===== src/rtl/mc_pkg.sv =====
// Shared encodings for the multicycle MIPS controller: FSM states, opcodes,
// funct codes and ALU control values.
package mc_pkg;

    typedef enum logic [3:0] {
        FETCH    = 4'd0,
        DECODE   = 4'd1,
        MEMADR   = 4'd2,
        MEMRD    = 4'd3,
        MEMWB    = 4'd4,
        MEMWR    = 4'd5,
        EXECUTE  = 4'd6,
        ALUWB    = 4'd7,
        BRANCH   = 4'd8,
        BRANCHNE = 4'd9,
        ADDIEX   = 4'd10,
        ADDIWB   = 4'd11,
        JUMP     = 4'd12
    } statetype;

    localparam logic [5:0] OP_RTYPE = 6'b000000;
    localparam logic [5:0] OP_LW    = 6'b100011;
    localparam logic [5:0] OP_SW    = 6'b101011;
    localparam logic [5:0] OP_BEQ   = 6'b000100;
    localparam logic [5:0] OP_BNE   = 6'b000101;
    localparam logic [5:0] OP_ADDI  = 6'b001000;
    localparam logic [5:0] OP_J     = 6'b000010;

    localparam logic [5:0] FN_ADD = 6'b100000;
    localparam logic [5:0] FN_SUB = 6'b100010;
    localparam logic [5:0] FN_AND = 6'b100100;
    localparam logic [5:0] FN_OR  = 6'b100101;
    localparam logic [5:0] FN_SLT = 6'b101010;

    localparam logic [1:0] ALUOP_ADD   = 2'b00;
    localparam logic [1:0] ALUOP_SUB   = 2'b01;
    localparam logic [1:0] ALUOP_FUNCT = 2'b10;

    localparam logic [2:0] ALU_ADD = 3'b010;
    localparam logic [2:0] ALU_SUB = 3'b110;
    localparam logic [2:0] ALU_AND = 3'b000;
    localparam logic [2:0] ALU_OR  = 3'b001;
    localparam logic [2:0] ALU_SLT = 3'b111;

endpackage


===== src/rtl/mc_aludec.sv =====
// ALU decoder: maps the FSM's aluop and the R-type funct field to alucontrol.
module mc_aludec
    import mc_pkg::*;
(
    input  logic [5:0] funct,
    input  logic [1:0] aluop,
    output logic [2:0] alucontrol
);

    always_comb begin
        alucontrol = ALU_ADD;
        case (aluop)
            ALUOP_ADD: alucontrol = ALU_ADD;
            ALUOP_SUB: alucontrol = ALU_SUB;
            ALUOP_FUNCT: begin
                case (funct)
                    FN_ADD:  alucontrol = ALU_ADD;
                    FN_SUB:  alucontrol = ALU_SUB;
                    FN_AND:  alucontrol = ALU_AND;
                    FN_OR:   alucontrol = ALU_OR;
                    FN_SLT:  alucontrol = ALU_SLT;
                    default: alucontrol = ALU_ADD;
                endcase
            end
            // aluop 11 is reserved and falls back to add
            default: alucontrol = ALU_ADD;
        endcase
    end

endmodule


===== src/rtl/mc_controller.sv =====
// Multicycle MIPS control unit: Moore FSM sequencing each instruction, output
// decode per state, PC enable and the ALU decoder.
module mc_controller
    import mc_pkg::*;
(
    input  logic       clk,
    input  logic       reset,
    input  logic [5:0] op,
    input  logic [5:0] funct,
    input  logic       zero,
    output logic       iord,
    output logic       memwrite,
    output logic       irwrite,
    output logic       regdst,
    output logic       memtoreg,
    output logic       regwrite,
    output logic       alusrca,
    output logic [1:0] alusrcb,
    output logic [1:0] pcsrc,
    output logic       pcen,
    output logic [2:0] alucontrol
);

    statetype   state, state_nxt;
    logic       pcwrite, branch, bne;
    logic [1:0] aluop;

    always_ff @(posedge clk or posedge reset) begin
        if (reset) state <= FETCH;
        else       state <= state_nxt;
    end

    always_comb begin
        state_nxt = FETCH;
        case (state)
            FETCH: state_nxt = DECODE;
            DECODE: begin
                case (op)
                    OP_LW, OP_SW: state_nxt = MEMADR;
                    OP_RTYPE:     state_nxt = EXECUTE;
                    OP_BEQ:       state_nxt = BRANCH;
                    OP_BNE:       state_nxt = BRANCHNE;
                    OP_ADDI:      state_nxt = ADDIEX;
                    OP_J:         state_nxt = JUMP;
                    default:      state_nxt = FETCH;
                endcase
            end
            MEMADR:  state_nxt = (op == OP_SW) ? MEMWR : MEMRD;
            MEMRD:   state_nxt = MEMWB;
            EXECUTE: state_nxt = ALUWB;
            ADDIEX:  state_nxt = ADDIWB;
            default: state_nxt = FETCH;
        endcase
    end

    always_comb begin
        iord     = 1'b0;
        memwrite = 1'b0;
        irwrite  = 1'b0;
        regdst   = 1'b0;
        memtoreg = 1'b0;
        regwrite = 1'b0;
        alusrca  = 1'b0;
        alusrcb  = 2'b00;
        pcsrc    = 2'b00;
        pcwrite  = 1'b0;
        branch   = 1'b0;
        bne      = 1'b0;
        aluop    = ALUOP_ADD;
        case (state)
            FETCH: begin
                irwrite = 1'b1;
                pcwrite = 1'b1;
                alusrcb = 2'b01;
            end
            // branch target is precomputed into ALUOut here
            DECODE: alusrcb = 2'b11;
            MEMADR, ADDIEX: begin
                alusrca = 1'b1;
                alusrcb = 2'b10;
            end
            MEMRD: iord = 1'b1;
            MEMWB: begin
                memtoreg = 1'b1;
                regwrite = 1'b1;
            end
            MEMWR: begin
                iord     = 1'b1;
                memwrite = 1'b1;
            end
            EXECUTE: begin
                alusrca = 1'b1;
                aluop   = ALUOP_FUNCT;
            end
            ALUWB: begin
                regdst   = 1'b1;
                regwrite = 1'b1;
            end
            ADDIWB: regwrite = 1'b1;
            BRANCH, BRANCHNE: begin
                alusrca = 1'b1;
                aluop   = ALUOP_SUB;
                pcsrc   = 2'b01;
                branch  = (state == BRANCH);
                bne     = (state == BRANCHNE);
            end
            JUMP: begin
                pcsrc   = 2'b10;
                pcwrite = 1'b1;
            end
            default: ;
        endcase
    end

    // zero arrives combinationally from the ALU in the same cycle
    assign pcen = pcwrite | (branch & zero) | (bne & ~zero);

    mc_aludec u_aludec (
        .funct      (funct),
        .aluop      (aluop),
        .alucontrol (alucontrol)
    );

endmodule


===== config.mk =====
export PLATFORM = sky130hd
export DESIGN_NAME = mc_controller
export DESIGN_NICKNAME = d
export VERILOG_FILES = /design/src/rtl/mc_pkg.sv /design/src/rtl/mc_aludec.sv /design/src/rtl/mc_controller.sv
export SDC_FILE = /design/constraint.sdc
export NUM_CORES = 1
export LEC_CHECK = 0
export BUFFER_PORTS_ARGS = -buffer_cell sky130_fd_sc_hd__buf_2
export CORE_AREA = 2 2 39 41
export DETAILED_ROUTE_END_ITERATION = 12
export DIE_AREA = 0 0 41 43
export PLACE_DENSITY = 0.79
export SYNTH_ARGS = -nofsm -noshare
export SYNTH_HDL_FRONTEND = slang
export SYNTH_SLANG_ARGS = --single-unit

===== constraint.sdc =====
create_clock -name clk -period 3.4 [get_ports clk]
set_clock_uncertainty 0.15 [all_clocks]
set_input_delay 0.51 -clock clk [delete_from_list [all_inputs] [get_ports clk]]
set_output_delay 0.51 -clock clk [all_outputs]
set_load 0.03 [all_outputs]

* Word level (Yosys, flattened, before mapping) *
Cells that the tools add are included.

storage, ports and cells
  register bits after elaboration = 4
  bits of input ports = 15
  output and inout bits = 15
  logic and storage cells = 57

operators by class
  equal/unequal tests = 24
  mux-type cells = 18
  bitwise logic cells = 5
  reductions and logical operators = 9

operators with widths
  cell                                                  number
  one-hot mux 4 bit (6 select lines)                    2
  equality test 6 bit (second input constant)           6
  equality test 4 bit (second input constant)           5
  equality test 4 x 3 -> 1 bit (second input constant)  4
  equality test 6 x 3 -> 1 bit (second input constant)  2
  one-hot mux 3 bit (4 select lines)                    1
  2-to-1 mux 1 bit                                      10
  OR reduction 2 bit                                    5
  equality test 4 x 2 -> 1 bit (second input constant)  2
  one-hot mux 2 bit (2 select lines)                    2
  equality test 6 x 2 -> 1 bit (second input constant)  1
  equality test 6 x 4 -> 1 bit (second input constant)  1
  zero test 6 bit                                       1
  one-hot mux 2 bit (3 select lines)                    1
  one-hot mux 3 bit (2 select lines)                    1
  OR reduction 5 bit                                    1
  equality test 4 x 1 -> 1 bit (second input constant)  1
  zero test 4 bit                                       1
  2-to-1 mux 3 bit                                      1
  OR reduction 3 bit                                    1
  AND 1 bit                                             2
  equality test 2 x 1 -> 1 bit (second input constant)  1
  equality test 2 bit (second input constant)           1
  bitwise OR 1 bit                                      2
  NOT 1 bit                                             1

* Logic depth before layout (Yosys ltp) *
Gate-level depths: netlist of run 1.

  depth in word-level cells = 6
  mapped depth = 7
  mapped depth without buffers = 7

* Modules after synthesis *
Synthesis of run 1 repeated with hierarchy kept, for this count alone.

unflattened totals
  cells, all modules = 78
  area total of the unflattened synthesis = 555.5 sq um

modules (own cells, without submodules)
  module         instances  cells an instance  area each (sq um)  seq. area each (sq um)
  mc_controller  1          63                 436.7              100.1
  mc_aludec      1          15                 118.9              0.0

* Worst setup path before layout of run 1 *
No wires, ideal clock.

  path kind = register to output
  start point = register state[0]
  end point = output port regwrite
  arrival time = 1.669 ns
  data required time = 2.740 ns
  path slack = 1.071 ns
  cell stages (with the launch flop) = 4
  buffers on the path = 1
  cell sequence = dfrtp_1 buf_1 nor3_1 or2_2

between the ends
  word-level cells in the longest chain between the ends = 3
  elaborated cells between the ends (all ways) = 5
  those cells by class = 3 x eq/ne; 1 x mux; 1 x reduce/logical

RTL lines
  item                                                                        line                 source
  from (decl)                                                                 mc_controller.sv:24  statetype state, state_nxt;
  from (signal assigned)                                                      mc_controller.sv:30  else state <= state_nxt;
  equality test 4 bit / equality test 4 x 3 -> 1 bit (equally long branches)  mc_controller.sv:70  case (state)
  OR reduction 3 bit (no line) (*)                                            --
  2-to-1 mux 1 bit (*)                                                        mc_controller.sv:70
  to (decl)                                                                   mc_controller.sv:16  output logic regwrite,

Mark *: on every way between the ends. The rest lies on a longest branch, timed or not.

* Worst setup path after layout of run 1 *
  start point = register state[2]
  end point = output port alucontrol[1]

between the ends
  word-level cells in the longest chain between the ends = 5
  elaborated cells between the ends (all ways) = 8
  those cells by class = 5 x eq/ne; 2 x mux; 1 x reduce/logical

RTL lines
  item                                                                        line                 source
  equality test 4 bit                                                         mc_controller.sv:70
  OR reduction 2 bit                                                          --
  one-hot mux 2 bit (2 select lines) (*)                                      mc_controller.sv:70
  equality test 2 bit / equality test 2 x 1 -> 1 bit (equally long branches)  mc_aludec.sv:12      case (aluop)
  one-hot mux 3 bit (2 select lines) (*)                                      mc_aludec.sv:12
  to (decl)                                                                   mc_controller.sv:21  output logic [2:0] alucontrol

Marks and branches as above.

==> metrics.md, run 1 <==
| Metric | Value |
|---|---|
| Outcome | completed |
| Largest family of logic cells by synthesized area | simple AND/OR/NAND/NOR gates |
| Post-synthesis adder-cell area fraction | 4.69% |
| HPWL after detailed placement | 1120 µm |
| Worst-Margin Slew | 0.424 ns |
| Crit path capture type | primary output |
| Ys Warns | 0 |
| Final min period | 2.71 ns |
| DRT iter0 DRCs | 10 |
| Routability Congestion | 0.836 |
| Area grow syn2layout | 34.3% |
| Post-DRT Antenna Nets | 0 |
| Largest registers | state x4 |
| Compound-cell area share of the yosys netlist | 21.1% |
| Residual DRC | 0 |
| Final setup viols | 0 |
| Max VDD drop | 352 µV |
| Worst skew pair latency | 0.23 ns |
| WL/cell | 11.3 µm |
| Synth area leader | dfrtp_1 |
| Crit Path Max Fanout | 13 |
| Vias in the first global route | 551 |
| Initial Utilization | 38.5% |
| Area share of the largest cell type after synthesis | 18.8% |
| WP data arrival | 2.05 ns |
| Seq pwr share | 23.2% |
| Inst Count DP | 121 |
| Avg Synthesized Cell Area | 6.66 µm² |
| Post-CTS resize count | 0 |
| Clock Power Share | 11.2% |
| Total wire length | 1410 µm |
| Setup bufs post-CTS | 0 |
| Die Ht | 43 µm |
| Final setup margin | 0.691 ns |
| Sw Ratio | 57.8% |
| Period Utilization, post-route | 79.7% |
| Slew Viols, Final | 0 |
| Simple-gate share of the synthesized area | 44.1% |
| Die area | 1760 µm² |
| Hold Crit Class | input port to flip-flop |
| MaxCap Viol Count | 0 |
| Worst slack, placed | 0.951 ns |
| Reg-to-reg critical path startpoint | state[3] |
| Worst Hold Depth | 2 |
| Max Buffers Root-to-Sink | 2 |
| Top FF cell, synth | dfrtp_1 |
| Final hold vios | 0 |
| P_int | 0.220 mW |
| Count of cell types in the netlist | 30 |
| Global-route wire length before repair | 2160 µm |
| FF-to-FF End | state[1] |
| Seq/Total Area, Yosys | 18.8% |
| Comb power frac | 65.7% |
| IO Pins | 30 |
| Mapped Nets | 97 |
| HP Start | op[0] |
| Post-Synth XOR/XNOR Area | 4.93% |
| Final core utilization | 51.7% |
| Post-Layout Cell Count | 125 |
| Row count | 14 |
| N_diodes | 0 |
| Sink Count | 4 |
| Most frequent cells in the layout | buf_2, nor2_1, nand2_1 |
| Root Buffer | clkbuf_4 |
| CTS tree | yes |
| Drt via density | 5.22 |
| GRT overflow | 0 |
| Max H-tree Level | 1 |
| Core area | 1380 µm² |
| Cell Area, Synth | 533 µm² |
| 1st-pass router iterations | 4 |
| Reg2reg path depth | 4 |
| Clock Pin Slew Worst Setup and Hold Paths | 0.04 ns |
| Vias | 652 |
| Reg2reg setup slack | 1.57 ns |
| Hold buffers post-CTS | 1 |
| RSZ-0062 raised after global routing | no |
| Power per Cell Area | 728 nW/µm² |
| Synth Instances | 80 |
| Final TNS setup | 0 ns |
| Synth area leaders | dfrtp_1, nor2_1, nand2_1, ha_1, nor2b_1 |
| Die width | 41 µm |
| Static leakage | 0.352 nW |
| EDFF count, synth | 0 |
| NumNets Final | 128 |
| TritonCTS buffer count | 3 |
| Synth async-reset ratio | 100% |
| WHS Endpoint | state[1] |
| Layout cells sized above 1 | 33.9% |
| FMAX | 369 MHz |
| Largest net degree at the start of global routing | 16 |
| Most flops, register | state |
| Switching pwr | 0.302 mW |
| Power Total | 0.521 mW |
| WP data required | 2.74 ns |
| Buffers on Ports | 29 |
| WS Path Type | flip-flop to primary output |
| All-Layer GR Usage | 17.9% |
| Antenna violations before repair | 0 |
| Post-synthesis mux area share | 0% |
| Commonest non-fill, non-tap cell in the layout | buf_2 |
| Worst setup SP type | flip-flop |
| Synthesized flop and latch total | 4 |
| Slew Limit Headroom | 71.7% |
| Max FFs per register | 4 |
[cells in the mapped netlist, drive strengths merged, types with 2 or more instances]
cell type / instances
dfrtp: 4
a21oi: 4
o22ai: 2
nor3: 5
o211ai: 2
a22oi: 2
or2: 3
nor4: 2
nor2b: 4
xor2: 2
nand4: 3
nand2b: 3
nand2: 9
clkbuf: 2
buf: 2
inv: 5
nor3b: 2
nor2: 13
ha: 2
[logic make-up (layout without fill, tap and decap cells)]
kind of cell    after synthesis  after routing
compound gates               16             16
xor+xnor                      3              3
fa+ha+maj                     2              2
buf+inv                       9             38
flops                         4              4
simple gates                 46             46
[area by class of cell]
class,count,area [µm²]
fillers,149,668
multi-input cells,67,399
repair buffers,30,155
flip-flops and latches,4,100
clock buffers,3,22.5
well taps,16,20.0
inverters,5,18.8
[worst max-delay path by stage]
stage | from | end | slack, ns | depth (start not counted)
2_1_floorplan | state[0] | regwrite | 1.07 | 3
3_3_place_gp | state[3] | alucontrol[1] | 0.99 | 5
3_5_place_dp | state[2] | alucontrol[1] | 0.95 | 5
4_1_cts | state[2] | alucontrol[1] | 0.69 | 5
5_1_grt | state[2] | alucontrol[1] | 0.57 | 5
6_report | state[2] | alucontrol[1] | 0.69 | 5
[layer usage]
metal / track usage [%] / part of all wire (%) / up-vias
li1: - / - / 342
met1: 23.0 / 45 / 278
met2: 27.8 / 46 / 30
met3: 3.14 / 7.9 / 2
met4: 8.00 / 1.1 / 0
met5: 0 / 0 / -
[worst max-delay path: stages (launching register included)]
cell      delay, ns
dfrtp_1        0.58
nand2b_1       0.19
or2_2          0.32
ha_1           0.31
a211o_1        0.23
buf_2          0.17
[power by group through the flow]
stage          Combinational [mW]  Sequential [mW]  Clock, mW
3_3_place_gp                0.338            0.118          0
2_1_floorplan               0.296           0.0781          0
6_report                    0.342            0.121     0.0582
4_1_cts                     0.343            0.119     0.0618
5_1_grt                     0.374            0.126     0.0639
3_5_place_dp                0.340            0.120          0
[through the flow]
| step | hold slack (ns) | instance area [µm²] |
|---|---|---|
| after detailed placement | 0.246 | 683 |
| after CTS | 0.401 | 716 |
| after floorplan | 0.126 | 533 |
| after global placement | 0.239 | 683 |
| final | 0.411 | 716 |
| after global routing | 0.404 | 716 |
(Power assumes the default switching activity.)
==> inputs of run 2 (changes only) <==
--- a/config.mk
+++ b/config.mk
@@ -6,10 +6,10 @@
 export NUM_CORES = 1
 export LEC_CHECK = 0
 export BUFFER_PORTS_ARGS = -buffer_cell sky130_fd_sc_hd__buf_2
-export CORE_AREA = 2 2 39 41
+export CORE_MARGIN = 1
+export CORE_UTILIZATION = 38
 export DETAILED_ROUTE_END_ITERATION = 12
-export DIE_AREA = 0 0 41 43
-export PLACE_DENSITY = 0.79
+export PLACE_DENSITY = 0.78
 export SYNTH_ARGS = -nofsm -noshare
 export SYNTH_HDL_FRONTEND = slang
 export SYNTH_SLANG_ARGS = --single-unit
==> constraint.sdc (replaced) <==
create_clock -name clk -period 2.3 [get_ports clk]
set_clock_uncertainty 0.15 [all_clocks]
set_input_delay 0.345 -clock clk [delete_from_list [all_inputs] [get_ports clk]]
set_output_delay 0.345 -clock clk [all_outputs]
set_load 0.03 [all_outputs]
==> metrics.md, run 2 (synthesized netlist as in run 1, its figures left out) <==
| Metric | Value |
|---|---|
| Reg2reg path depth | 5 (+1) |
| Period Utilization, post-route | 97.9% |
| All-Layer GR Usage | 20.4% (+2.6 points) |
| Row count | 13 (-1) |
| CTS tree | yes |
| Max FFs per register | 4 (unchanged) |
| Fillers | 122 (-18%) |
| IO Pins | 30 (unchanged) |
| Die width | 39.5 µm (-3.8%) |
| Routability Congestion | 0.799 (-4.4%) |
| Die area | 1560 µm² (-12%) |
| WL/cell | 11.2 µm (-1.0%) |
| Sink Count | 4 (unchanged) |
| Area grow syn2layout | 47.4% |
| Buffers on Ports | 29 (unchanged) |
| Drt via density | 5.38 (+3.1%) |
| Total wire length | 1440 µm (+2.1%) |
| Initial Utilization | 41.0% (+2.4 points) |
| Worst-Margin Slew | 0.459 ns (+0.0348 ns) |
| Inst Count DP | 124 (+2.5%) |
| Reg2reg setup slack | 0.48 ns (-1.09 ns) |
| Largest registers | state x4 |
| Crit path capture type | primary output |
| CP cell instances | inv_1 -> nand2_1 -> or2_2 -> ha_4 -> a211o_1 -> buf_4 |
| Root Buffer | clkbuf_4 |
| Post-route cell area | 786 µm² (+9.8%) |
| CP delay by family, top | simple AND/OR/NAND/NOR gates |
| Clock Power Share | 10.6% (-0.6 points) |
| WP data arrival | 1.76 ns (-0.29 ns) |
| Max Buffers Root-to-Sink | 2 (unchanged) |
| Max H-tree Level | 1 (unchanged) |
| Slew Limit Headroom | 69.1% (-2.6 points) |
| FMAX | 444 MHz |
| Post-DRT Antenna Nets | 0 (unchanged) |
| Global-route wire length before repair | 2090 µm (-3.2%) |
| Core area | 1300 µm² (-6.0%) |
| Routing usage on met1 | 21.0% (-2.0 points) |
| Clock Pin Slew Worst Setup and Hold Paths | 0.04 ns (about the same) |
| Most flops, register | state |
| HP Start | op[0] |
| Residual DRC | 0 (unchanged) |
| Comb power frac | 75.5% (+9.8 points) |
| Worst Hold Depth | 2 (unchanged) |
| RSZ-0062 raised after global routing | no |
| Commonest non-fill, non-tap cell in the layout | buf_2 |
| Worst setup SP type | flip-flop |
| Busiest grt layer | met2 |
| Final min period | 2.25 ns |
| Slew Viols, Final | 0 (unchanged) |
| Outcome | completed |
| Sw Ratio | 55.5% (-2.4 points) |
| Hold Crit Class | input port to flip-flop |
| FF-to-FF End | state[1] |
| WS Path Type | flip-flop to primary output |
| Final hold vios | 0 (unchanged) |
| Final setup viols | 0 (unchanged) |
| Switching pwr | 0.462 mW (+53%) |
| 1st-pass router iterations | 4 (unchanged) |
| Reg-to-reg critical path startpoint | state[3] |
| M2 GR Usage | 37.3% (+9.5 points) |
| Layout cells sized above 1 | 41.2% (+7.3 points) |
| DRT iter0 DRCs | 20 (+10) |
| Antenna violations before repair | 0 (unchanged) |
| Seq pwr share | 13.9% (-9.3 points) |
| Vias in the first global route | 549 (-0.36%) |
| CP max-delay cell | dfrtp_1 |
| NumNets Final | 133 (+3.9%) |
| CP peak stage delay | 0.37 ns (-0.21 ns) |
| HPWL after detailed placement | 1130 µm (+1.4%) |
| Met3 Use GR | 5.11% (+2.0 points) |
| Static leakage | 0.381 nW (+8.2%) |
| Vias | 694 (+6.4%) |
| Area of the multi-input gates | 429 µm² (+7.5%) |
| Post-Layout Cell Count | 129 (+3.2%) |
| Final TNS setup | 0 ns (unchanged) |
| Die Ht | 39.5 µm (-8.3%) |
| Placement Cell Area | 712 µm² (+4.2%) |
| Most frequent cells in the layout | buf_2, nor2_1, nand2_1 |
| Max VDD drop | 521 µV (+48%) |
| Worst skew pair latency | 0.24 ns (about the same) |
| MaxCap Viol Count | 0 (unchanged) |
| N_diodes | 0 (unchanged) |
| Crit Path Max Fanout | 3 (-10) |
| GRT overflow | 0 (unchanged) |
| WP data required | 1.80 ns (-0.94 ns) |
| Power per Cell Area | 1060 nW/µm² (+45%) |
| Largest net degree at the start of global routing | 15 (-1) |
| CP bufs+invs | 2 (+1) |
| TritonCTS buffer count | 3 (unchanged) |
| WHS Endpoint | state[1] |
| P_int | 0.371 mW (+69%) |
| Register area | 101 µm² (+1.2%) |
==> run 2: what timing repair did <==
action,CTS,global route
endpoints found under the setup margin,1,2
gates resized for setup,4,3
buffers inserted,1,0
pin swaps,1,0
hold buffers,1,0
hold endpoints to repair,4,0
==> run 2: how the worst max path moves through the flow <==
stage,startpoint,end,slack (ns),cells past startpoint
after global routing,state[0],alucontrol[2],0.02,8
final,state[0],alucontrol[1],0.05,6
after detailed placement,state[3],alucontrol[1],0.22,5
after global placement,state[3],alucontrol[1],0.27,5
after floorplan,state[0],regwrite,0.14,3
after CTS,state[2],alucontrol[1],0.03,6
==> run 2: power by group through the flow <==
stage	Combinational [mW]	Clock (mW)	Sequential (mW)
2_1_floorplan	0.437	0	0.115
3_3_place_gp	0.601	0	0.109
3_5_place_dp	0.609	0	0.111
4_1_cts	0.623	0.0923	0.113
5_1_grt	0.686	0.0966	0.117
6_report	0.628	0.0881	0.116
==> run 2: layer usage <==
metal	vias to the layer above	share of wire (%)
met4	0	0
met3	0	7.5
met5	-	0
li1	349	-
met2	33	51
met1	312	42
==> run 2: layout make-up <==
| type | count | share of cell area [%] |
|---|---|---|
| Multi-Input combinational cell | 67 | 54.6 |
| Timing Repair Buffer | 35 | 24.8 |
| Sequential cell | 4 | 12.9 |
| Clock buffer | 3 | 2.87 |
| Inverter | 5 | 2.39 |
| Tap cell | 15 | 2.39 |
==> run 2: metrics by stage <==
stage | power [mW] | worst slack (ns) | util, % | hold WS (ns)
5_1_grt | 0.900 | 0.0173 | 60.4 | 0.239
4_1_cts | 0.829 | 0.0281 | 59.7 | 0.226
2_1_floorplan | 0.552 | 0.136 | - | -0.0389
6_report | 0.833 | 0.0486 | 60.4 | 0.236
3_5_place_dp | 0.720 | 0.220 | 54.7 | 0.0841
3_3_place_gp | 0.710 | 0.265 | 54.7 | 0.0798
